===== config.mk =====
export PLATFORM = sky130hd
export DESIGN_NAME = lane_collision_scorer
export DESIGN_NICKNAME = d
export VERILOG_FILES = /design/src/rtl/game_pkg.sv /design/src/rtl/lane_classifier.sv /design/src/rtl/lane_collision_scorer.sv
export SDC_FILE = /design/constraint.sdc
export NUM_CORES = 1
export LEC_CHECK = 0
export CORE_MARGIN = 3
export CORE_UTILIZATION = 56
export CTS_CLUSTER_DIAMETER = 150
export DETAILED_ROUTE_END_ITERATION = 8
export PLACE_DENSITY_LB_ADDON = 0.25
export SYNTH_ARGS = -nofsm -noshare
export SYNTH_HDL_FRONTEND = slang
export SYNTH_SLANG_ARGS = --single-unit

===== constraint.sdc =====
create_clock -name clk -period 6.79 [get_ports clk]
set_input_delay 1.0185 -clock clk [delete_from_list [all_inputs] [get_ports clk]]
set_output_delay 1.0185 -clock clk [all_outputs]
set_load 0.005 [all_outputs]

===== src/rtl/game_pkg.sv =====
`default_nettype none
// ============================================================================
//  Module      : game_pkg
//  Description : Shared types and default geometry for the lane collision
//                scorer: game state encoding, per-lane classification
//                result, and car/object dimensions in pixels.
//  Revision    : 1.0  initial release
// ============================================================================
package game_pkg;

    // Encoding is visible on the state output port, so values are fixed.
    typedef enum logic [1:0] {
        ST_IDLE     = 2'd0,
        ST_PLAY     = 2'd1,
        ST_COOLDOWN = 2'd2,
        ST_OVER     = 2'd3
    } game_state_t;

    typedef enum logic [1:0] {
        CLS_NONE    = 2'd0,
        CLS_HIT     = 2'd1,
        CLS_MISS    = 2'd2,
        CLS_COLLECT = 2'd3
    } lane_class_t;

    localparam int CAR_W    = 17;
    localparam int CAR_H    = 34;
    localparam int OBJ_HALF = 6;

endpackage
`default_nettype wire


===== src/rtl/lane_classifier.sv =====
`default_nettype none
// ============================================================================
//  Module      : lane_classifier
//  Description : Combinational classification of one lane's object against
//                its car. Comparisons are widened by one bit and only use
//                addition, so coordinates near 0 or the top of the range
//                never wrap into a false match.
//  Ports       : car_x, car_y         car left/top edge
//                obj_valid, obj_hazard object present / hazard type
//                obj_x, obj_y         object centre x / y
//                in_band              object overlaps the car rows
//                cls                  NONE / HIT / MISS / COLLECT
//  Revision    : 1.0  initial release
// ============================================================================
module lane_classifier #(
    parameter int XW       = 10,
    parameter int YW       = 9,
    parameter int CAR_W    = game_pkg::CAR_W,
    parameter int CAR_H    = game_pkg::CAR_H,
    parameter int OBJ_HALF = game_pkg::OBJ_HALF
) (
    input  logic [XW-1:0]          car_x,
    input  logic [YW-1:0]          car_y,
    input  logic                   obj_valid,
    input  logic                   obj_hazard,
    input  logic [XW-1:0]          obj_x,
    input  logic [YW-1:0]          obj_y,
    output logic                   in_band,
    output game_pkg::lane_class_t  cls
);
    import game_pkg::*;

    localparam logic [XW:0] c_car_w    = (XW+1)'(CAR_W);
    localparam logic [XW:0] c_obj_half = (XW+1)'(OBJ_HALF);
    localparam logic [YW:0] c_car_h    = (YW+1)'(CAR_H);

    logic [XW:0] w_car_x;
    logic [XW:0] w_obj_x;
    logic [YW:0] w_car_y;
    logic [YW:0] w_obj_y;
    logic        w_aligned;

    assign w_car_x = {1'b0, car_x};
    assign w_obj_x = {1'b0, obj_x};
    assign w_car_y = {1'b0, car_y};
    assign w_obj_y = {1'b0, obj_y};

    assign in_band   = obj_valid && (w_obj_y >= w_car_y) && (w_obj_y <= w_car_y + c_car_h);
    assign w_aligned = (w_obj_x >= w_car_x + c_obj_half) && (w_obj_x + c_obj_half <= w_car_x + c_car_w);

    always_comb begin
        cls = CLS_NONE;
        if (in_band) begin
            unique case ({obj_hazard, w_aligned})
                2'b11:   cls = CLS_HIT;
                2'b01:   cls = CLS_COLLECT;
                2'b00:   cls = CLS_MISS;
                default: cls = CLS_NONE;   // hazard dodged
            endcase
        end
    end

endmodule
`default_nettype wire


===== src/rtl/lane_collision_scorer.sv =====
`default_nettype none
// ============================================================================
//  Module      : lane_collision_scorer
//  Description : Per-frame collision/scoring engine. Each lane fires at most
//                one event per object (consumed flag), losses cost one life
//                per tick, collects add to a saturating score, and a
//                cooldown window makes the player invulnerable after a loss.
//  Ports       : clk, rst (async, active-high), frame_tick, start
//                car_x, car_y, obj_valid, obj_hazard, obj_x, obj_y  (lanes)
//                collect_pulse, loss_pulse  one-cycle event pulses
//                score, lives, state, game_over
//  Revision    : 1.0  initial release
// ============================================================================
module lane_collision_scorer #(
    parameter int NUM_LANES       = 2,
    parameter int XW              = 10,
    parameter int YW              = 9,
    parameter int CAR_W           = game_pkg::CAR_W,
    parameter int CAR_H           = game_pkg::CAR_H,
    parameter int OBJ_HALF        = game_pkg::OBJ_HALF,
    parameter int SCORE_W         = 8,
    parameter int LIVES           = 3,
    parameter int COOLDOWN_FRAMES = 30
) (
    input  logic                        clk,
    input  logic                        rst,
    input  logic                        frame_tick,
    input  logic                        start,
    input  logic [NUM_LANES*XW-1:0]     car_x,
    input  logic [YW-1:0]               car_y,
    input  logic [NUM_LANES-1:0]        obj_valid,
    input  logic [NUM_LANES-1:0]        obj_hazard,
    input  logic [NUM_LANES*XW-1:0]     obj_x,
    input  logic [NUM_LANES*YW-1:0]     obj_y,
    output logic [NUM_LANES-1:0]        collect_pulse,
    output logic                        loss_pulse,
    output logic [SCORE_W-1:0]          score,
    output logic [$clog2(LIVES+1)-1:0]  lives,
    output logic [1:0]                  state,
    output logic                        game_over
);
    import game_pkg::*;

    localparam int c_lives_w = $clog2(LIVES+1);
    localparam int c_cd_w    = $clog2(COOLDOWN_FRAMES+1);
    localparam int c_cnt_w   = $clog2(NUM_LANES+1);
    localparam int c_sum_w   = SCORE_W + c_cnt_w;
    localparam logic [SCORE_W-1:0] c_score_max = '1;

    game_state_t            r_state;
    game_state_t            w_state_nxt;
    logic [NUM_LANES-1:0]   r_consumed;
    logic [c_cd_w-1:0]      r_cd_cnt;

    lane_class_t            w_cls [NUM_LANES];
    logic [NUM_LANES-1:0]   w_in_band;
    logic [NUM_LANES-1:0]   w_consumed_nxt;
    logic [NUM_LANES-1:0]   w_collect;
    logic                   w_hit_any;
    logic [c_cnt_w-1:0]     w_cnt;
    logic [c_sum_w-1:0]     w_sum;
    logic [SCORE_W-1:0]     w_score_nxt;
    logic                   w_active;
    logic                   w_loss;
    logic                   w_start;

    for (genvar g = 0; g < NUM_LANES; g++) begin : g_lane
        lane_classifier #(
            .XW       (XW),
            .YW       (YW),
            .CAR_W    (CAR_W),
            .CAR_H    (CAR_H),
            .OBJ_HALF (OBJ_HALF)
        ) u_classifier (
            .car_x      (car_x[g*XW +: XW]),
            .car_y      (car_y),
            .obj_valid  (obj_valid[g]),
            .obj_hazard (obj_hazard[g]),
            .obj_x      (obj_x[g*XW +: XW]),
            .obj_y      (obj_y[g*YW +: YW]),
            .in_band    (w_in_band[g]),
            .cls        (w_cls[g])
        );
    end

    // Per-lane event filtering: a lane that already produced an event stays
    // silent until its object leaves the band. A dodged hazard neither sets
    // nor clears the flag.
    always_comb begin
        w_consumed_nxt = r_consumed;
        w_collect      = '0;
        w_hit_any      = 1'b0;
        w_cnt          = '0;
        for (int i = 0; i < NUM_LANES; i++) begin
            if (!w_in_band[i]) begin
                w_consumed_nxt[i] = 1'b0;
            end else if (w_cls[i] != CLS_NONE) begin
                w_consumed_nxt[i] = 1'b1;
                if (!r_consumed[i]) begin
                    if (w_cls[i] == CLS_COLLECT) w_collect[i] = 1'b1;
                    else                         w_hit_any    = 1'b1;
                end
            end
            w_cnt = w_cnt + c_cnt_w'(w_collect[i]);
        end
    end

    always_comb begin
        w_sum       = c_sum_w'(score) + c_sum_w'(w_cnt);
        w_score_nxt = (w_sum > c_sum_w'(c_score_max)) ? c_score_max : w_sum[SCORE_W-1:0];
    end

    assign w_active = frame_tick && (r_state == ST_PLAY || r_state == ST_COOLDOWN);
    assign w_loss   = frame_tick && (r_state == ST_PLAY) && w_hit_any;
    assign w_start  = start && (r_state == ST_IDLE || r_state == ST_OVER);

    // FSM: state register
    always_ff @(posedge clk or posedge rst) begin
        if (rst) r_state <= ST_IDLE;
        else     r_state <= w_state_nxt;
    end

    // FSM: next state. start takes priority over a coincident tick.
    always_comb begin
        w_state_nxt = r_state;
        unique case (r_state)
            ST_IDLE:     if (start) w_state_nxt = ST_PLAY;
            ST_PLAY:     if (frame_tick && w_hit_any)
                             w_state_nxt = (lives == c_lives_w'(1)) ? ST_OVER : ST_COOLDOWN;
            ST_COOLDOWN: if (frame_tick && r_cd_cnt == '0) w_state_nxt = ST_PLAY;
            ST_OVER:     if (start) w_state_nxt = ST_PLAY;
            default:     w_state_nxt = ST_IDLE;
        endcase
    end

    // FSM: outputs
    always_comb begin
        state     = r_state;
        game_over = (r_state == ST_OVER);
    end

    // Score, lives, cooldown counter, consumed flags and event pulses.
    always_ff @(posedge clk or posedge rst) begin
        if (rst) begin
            r_consumed    <= '0;
            r_cd_cnt      <= '0;
            score         <= '0;
            lives         <= c_lives_w'(LIVES);
            collect_pulse <= '0;
            loss_pulse    <= 1'b0;
        end else begin
            collect_pulse <= w_active ? w_collect : '0;
            loss_pulse    <= w_loss;
            if (w_start) begin
                r_consumed <= '0;
                score      <= '0;
                lives      <= c_lives_w'(LIVES);
            end else if (w_active) begin
                r_consumed <= w_consumed_nxt;
                score      <= w_score_nxt;
                if (w_loss) begin
                    lives    <= lives - c_lives_w'(1);
                    r_cd_cnt <= c_cd_w'(COOLDOWN_FRAMES - 1);
                end else if (r_state == ST_COOLDOWN && r_cd_cnt != '0) begin
                    r_cd_cnt <= r_cd_cnt - c_cd_w'(1);
                end
            end
        end
    end

endmodule
`default_nettype wire


==> qor.csv <==
metric;value;unit
drt_wl_total;9874;um
yosys_warnings;0;
via_per_inst;5.851;
worst_pin_slew;0.8535;ns
fillCellCount;549;
final_min_period_over_clock_period;79.11;%
cts_tree;done;
area.sequential;553.0;um2
cts_buffers;3;
max_slew_margin;43.04;%
post_cts.repair.setup_buffers;0;
io_buffer_count;90;
maxSlewViolCount;0;
worstPathRequired;7.00;ns
coreArea;6869;um2
stdcell_area;5075;um2
setup-violations-final;0;
floorplan.die.height;90.70;um
io_pins;91;
nets;744;
cts-hold-fix-buffers;0;
crit_family;simple AND/OR/NAND/NOR gates;
synthToLayoutAreaGrowth;26.32;%
max_freq;0.1862;GHz
final_util;73.88;%
syn-num-nets;655;
clk-insertion-delay-late;0.27;ns
hold_path_class;reg -> reg;
synth-edff-count;0;
worst_setup_path_end_kind;flip-flop;
grt.overflow.total;0;
worstPathBufferInverterCount;2;
yosys.cell_types.count;61;
layout.cells.non_filler;670;
final.min_clock_period;5.371;ns
layout_cells_sized_above_1;3.310;%
remaining_drc_errors;0;
avgRoutedWirePerCell;14.74;um
clk_root_buffer_cell;clkbuf_8;
total_leakage_power;2.303;nW
antenna_found_initial;0;
critical-path-max-stage-delay;0.53;ns
grt_start_max_net_pins;23;
antenna_left;0;
die_area;8226;um2
critical-path-top-cell-by-count;ha_1;
syn-cell-area;4018;um2
vdd_drop_max;0.1007;mV
cp-start-kind;primary input;
hpwlAfterDp;8531;um
grt_pass1_vias;3933;
crit_arrival;5.58;ns
worst-setup-path-type;in -> reg;
worstPathCellList;clkdlybuf4s50_1, ha_1, and3_1, o21ai_0, nor2_1, xnor2_1, ha_1, nand4_1, o32ai_1, inv_1, o21a_1, or3_1, nor3_1, fa_1, ha_1, nand3_1, nor2_1, nand3_1, a41oi_1, o21a_1;
crit_path_max_fanout;7;
synth_seq_cells;22;
power.density_cell_area;161.6;nW/um2
setup_repair_after_global_routing_missed_its_margin;false;
h-tree-depth;1;
clockBufferDepth;2;
setup-tns-final;0;ns
die_w;90.70;um
track_usage;24.01;%
cts.reportedPaths.clkPinSlew;0.09;ns
multi_input_area;3276;um2
status;complete, no violations;
detail_route.iter0.violations;101;
place_area;5004;um2
synth.yosys.seq_area_share;13.77;%
synthArstFlopShare;100.0;%
fin_worst_skew;0.003919;ns
syn_avg_cell_area;8.267;um2
dpl.cell_count;666;
synth_flop_cell;dfrtp_1;
drt_first_pass_iters;4;
slowest_stage;clkdlybuf4s50_1;
floorplan.initialDensity;58.49;%
max_cap_viol_count;0;
routabilityCongestion;0.8744;
cts.repair.resized;0;
count_of_final_hold_check_violations;0;
wire_length_of_the_first_global_routing_pass;17060;um
placementRows;30;
num_vias;3920;
syn-instance-count;486;
antenna_fix_cells;0;
cts.sink_count;22;
## per-stage QoR
stage	power [mW]	worst slack (ns)	hold WS, ns
3_5_place_dp	0.6943	1.218	0.5145
6_report	0.8199	1.419	0.5311
5_1_grt	0.8889	1.008	0.5555
3_3_place_gp	0.6690	1.434	0.4988
2_1_floorplan	0.5133	2.268	0.4807
4_1_cts	0.8192	1.428	0.5251
## Yosys cell counts (3+ instances only)
master	n	area, um2
inv_1	41	153.9
nor2b_1	5	31.28
a31oi_1	12	75.07
o21ai_0	31	155.2
or3_1	3	18.77
a211o_1	5	43.79
a211oi_1	7	52.55
nor3_1	7	35.03
o2111ai_1	3	26.28
nor2_1	35	131.4
and4_1	3	26.28
o211ai_1	7	52.55
a21o_1	4	30.03
a21oi_1	21	105.1
nand3_1	17	85.08
buf_2	4	20.02
nand3b_1	3	22.52
and3_1	8	50.05
o21a_1	10	75.07
nand2b_1	3	18.77
mux2i_1	3	30.03
dfrtp_1	20	500.5
nand2_1	32	120.1
ha_1	93	1164
xor2_1	24	210.2
nand4_1	12	75.07
nor4_1	3	18.77
xnor2_1	30	262.8
## worst reg2reg max path: stages (launching register included)
cell and delay, ns:
dfrtp_1 0.38, nand3b_2 0.26, nor3_1 0.28, fa_1 0.28, ha_1 0.21, nand3_1 0.12
nor2_1 0.15, nand3_1 0.24, a41oi_1 0.32, o21a_1 0.17
## final timing paths
path	startpoint	endpoint	slack [ns]	cells past startpoint
setup / recovery	car_x[1]	score[3]$_DFFE_PP0P_	1.42	20
hold / removal	score[4]$_DFFE_PP0P_	score[4]$_DFFE_PP0P_	0.53	1
setup reg to reg	r_consumed[0]$_DFFE_PP0P_	score[3]$_DFFE_PP0P_	4.33	9
hold reg to reg	score[4]$_DFFE_PP0P_	score[4]$_DFFE_PP0P_	0.53	1
max in group asynchronous	rst	score[4]$_DFFE_PP0P_	5.04	2
min in group asynchronous	rst	r_cd_cnt[2]$_DFFE_PP0P_	1.22	2
## placed cells by master, fill, tap and decap left out, drive strengths merged, types with 2 or more instances in the layout
cell type	synthesis	final
a21oi	22	22
a211oi	7	7
and2	3	3
or3	3	3
o21ai	31	31
and3	9	9
nand2b	3	3
mux2i	3	3
a31o	2	2
clkbuf	1	3
nor4	3	3
xnor2	30	30
a31oi	12	12
nor2	35	35
clkdlybuf4s50	0	90
a22oi	2	2
o2111ai	3	3
o32ai	2	2
and4	4	4
dfstp	2	2
dfrtp	20	20
xor2	24	24
and4b	2	2
o21a	10	10
a21o	4	4
o22ai	2	2
ha	93	93
o31a	2	2
a32oi	2	2
nand3	18	18
inv	41	41
nand4	12	12
nor2b	5	5
nand3b	4	4
o211ai	8	8
a211o	5	5
nor3	7	7
nand2	33	33
## final cells by class
class | instances | area share (%)
clock buffers | 3 | 0.8136
well taps | 96 | 2.367
repair buffers | 90 | 17.75
multi-input cells | 417 | 64.55
clock inverters | 1 | 0.5917
inverters | 41 | 3.033
flip-flops and latches | 22 | 10.90
## metal layers
layer / part of all wire (%) / global-route usage, % / vias to the layer above
met5: 0 / 0 / -
li1: - / - / 1961
met1: 44 / 30.04 / 1830
met3: 4.9 / 3.750 / 16
met2: 50 / 42.80 / 113
met4: 1.2 / 5.867 / 0
## kinds of logic after synthesis
kind of cell	count (synthesis)	synth area share, %
compound gates	120	20.55
flops	22	13.77
simple gates	145	18.72
fa+ha+maj	94	29.46
xor+xnor	54	11.77
mux	4	1.028
buf+inv	47	4.703
## flip-flops by register name, indices dropped and copies added, names as in the netlist
name,count
collect_pulse,2
loss_pulse,1
lives,2
r_cd_cnt,5
state,2
r_consumed,2
score,8
## report_power, final
part           leakage, nW  total, mW  internal [mW]  switching [mW]
Combinational         1.99      0.489          0.235           0.254
Sequential           0.279      0.205          0.169          0.0363
Clock               0.0357      0.126         0.0788          0.0468
No activity file was read; power rests on OpenSTA's default activity.
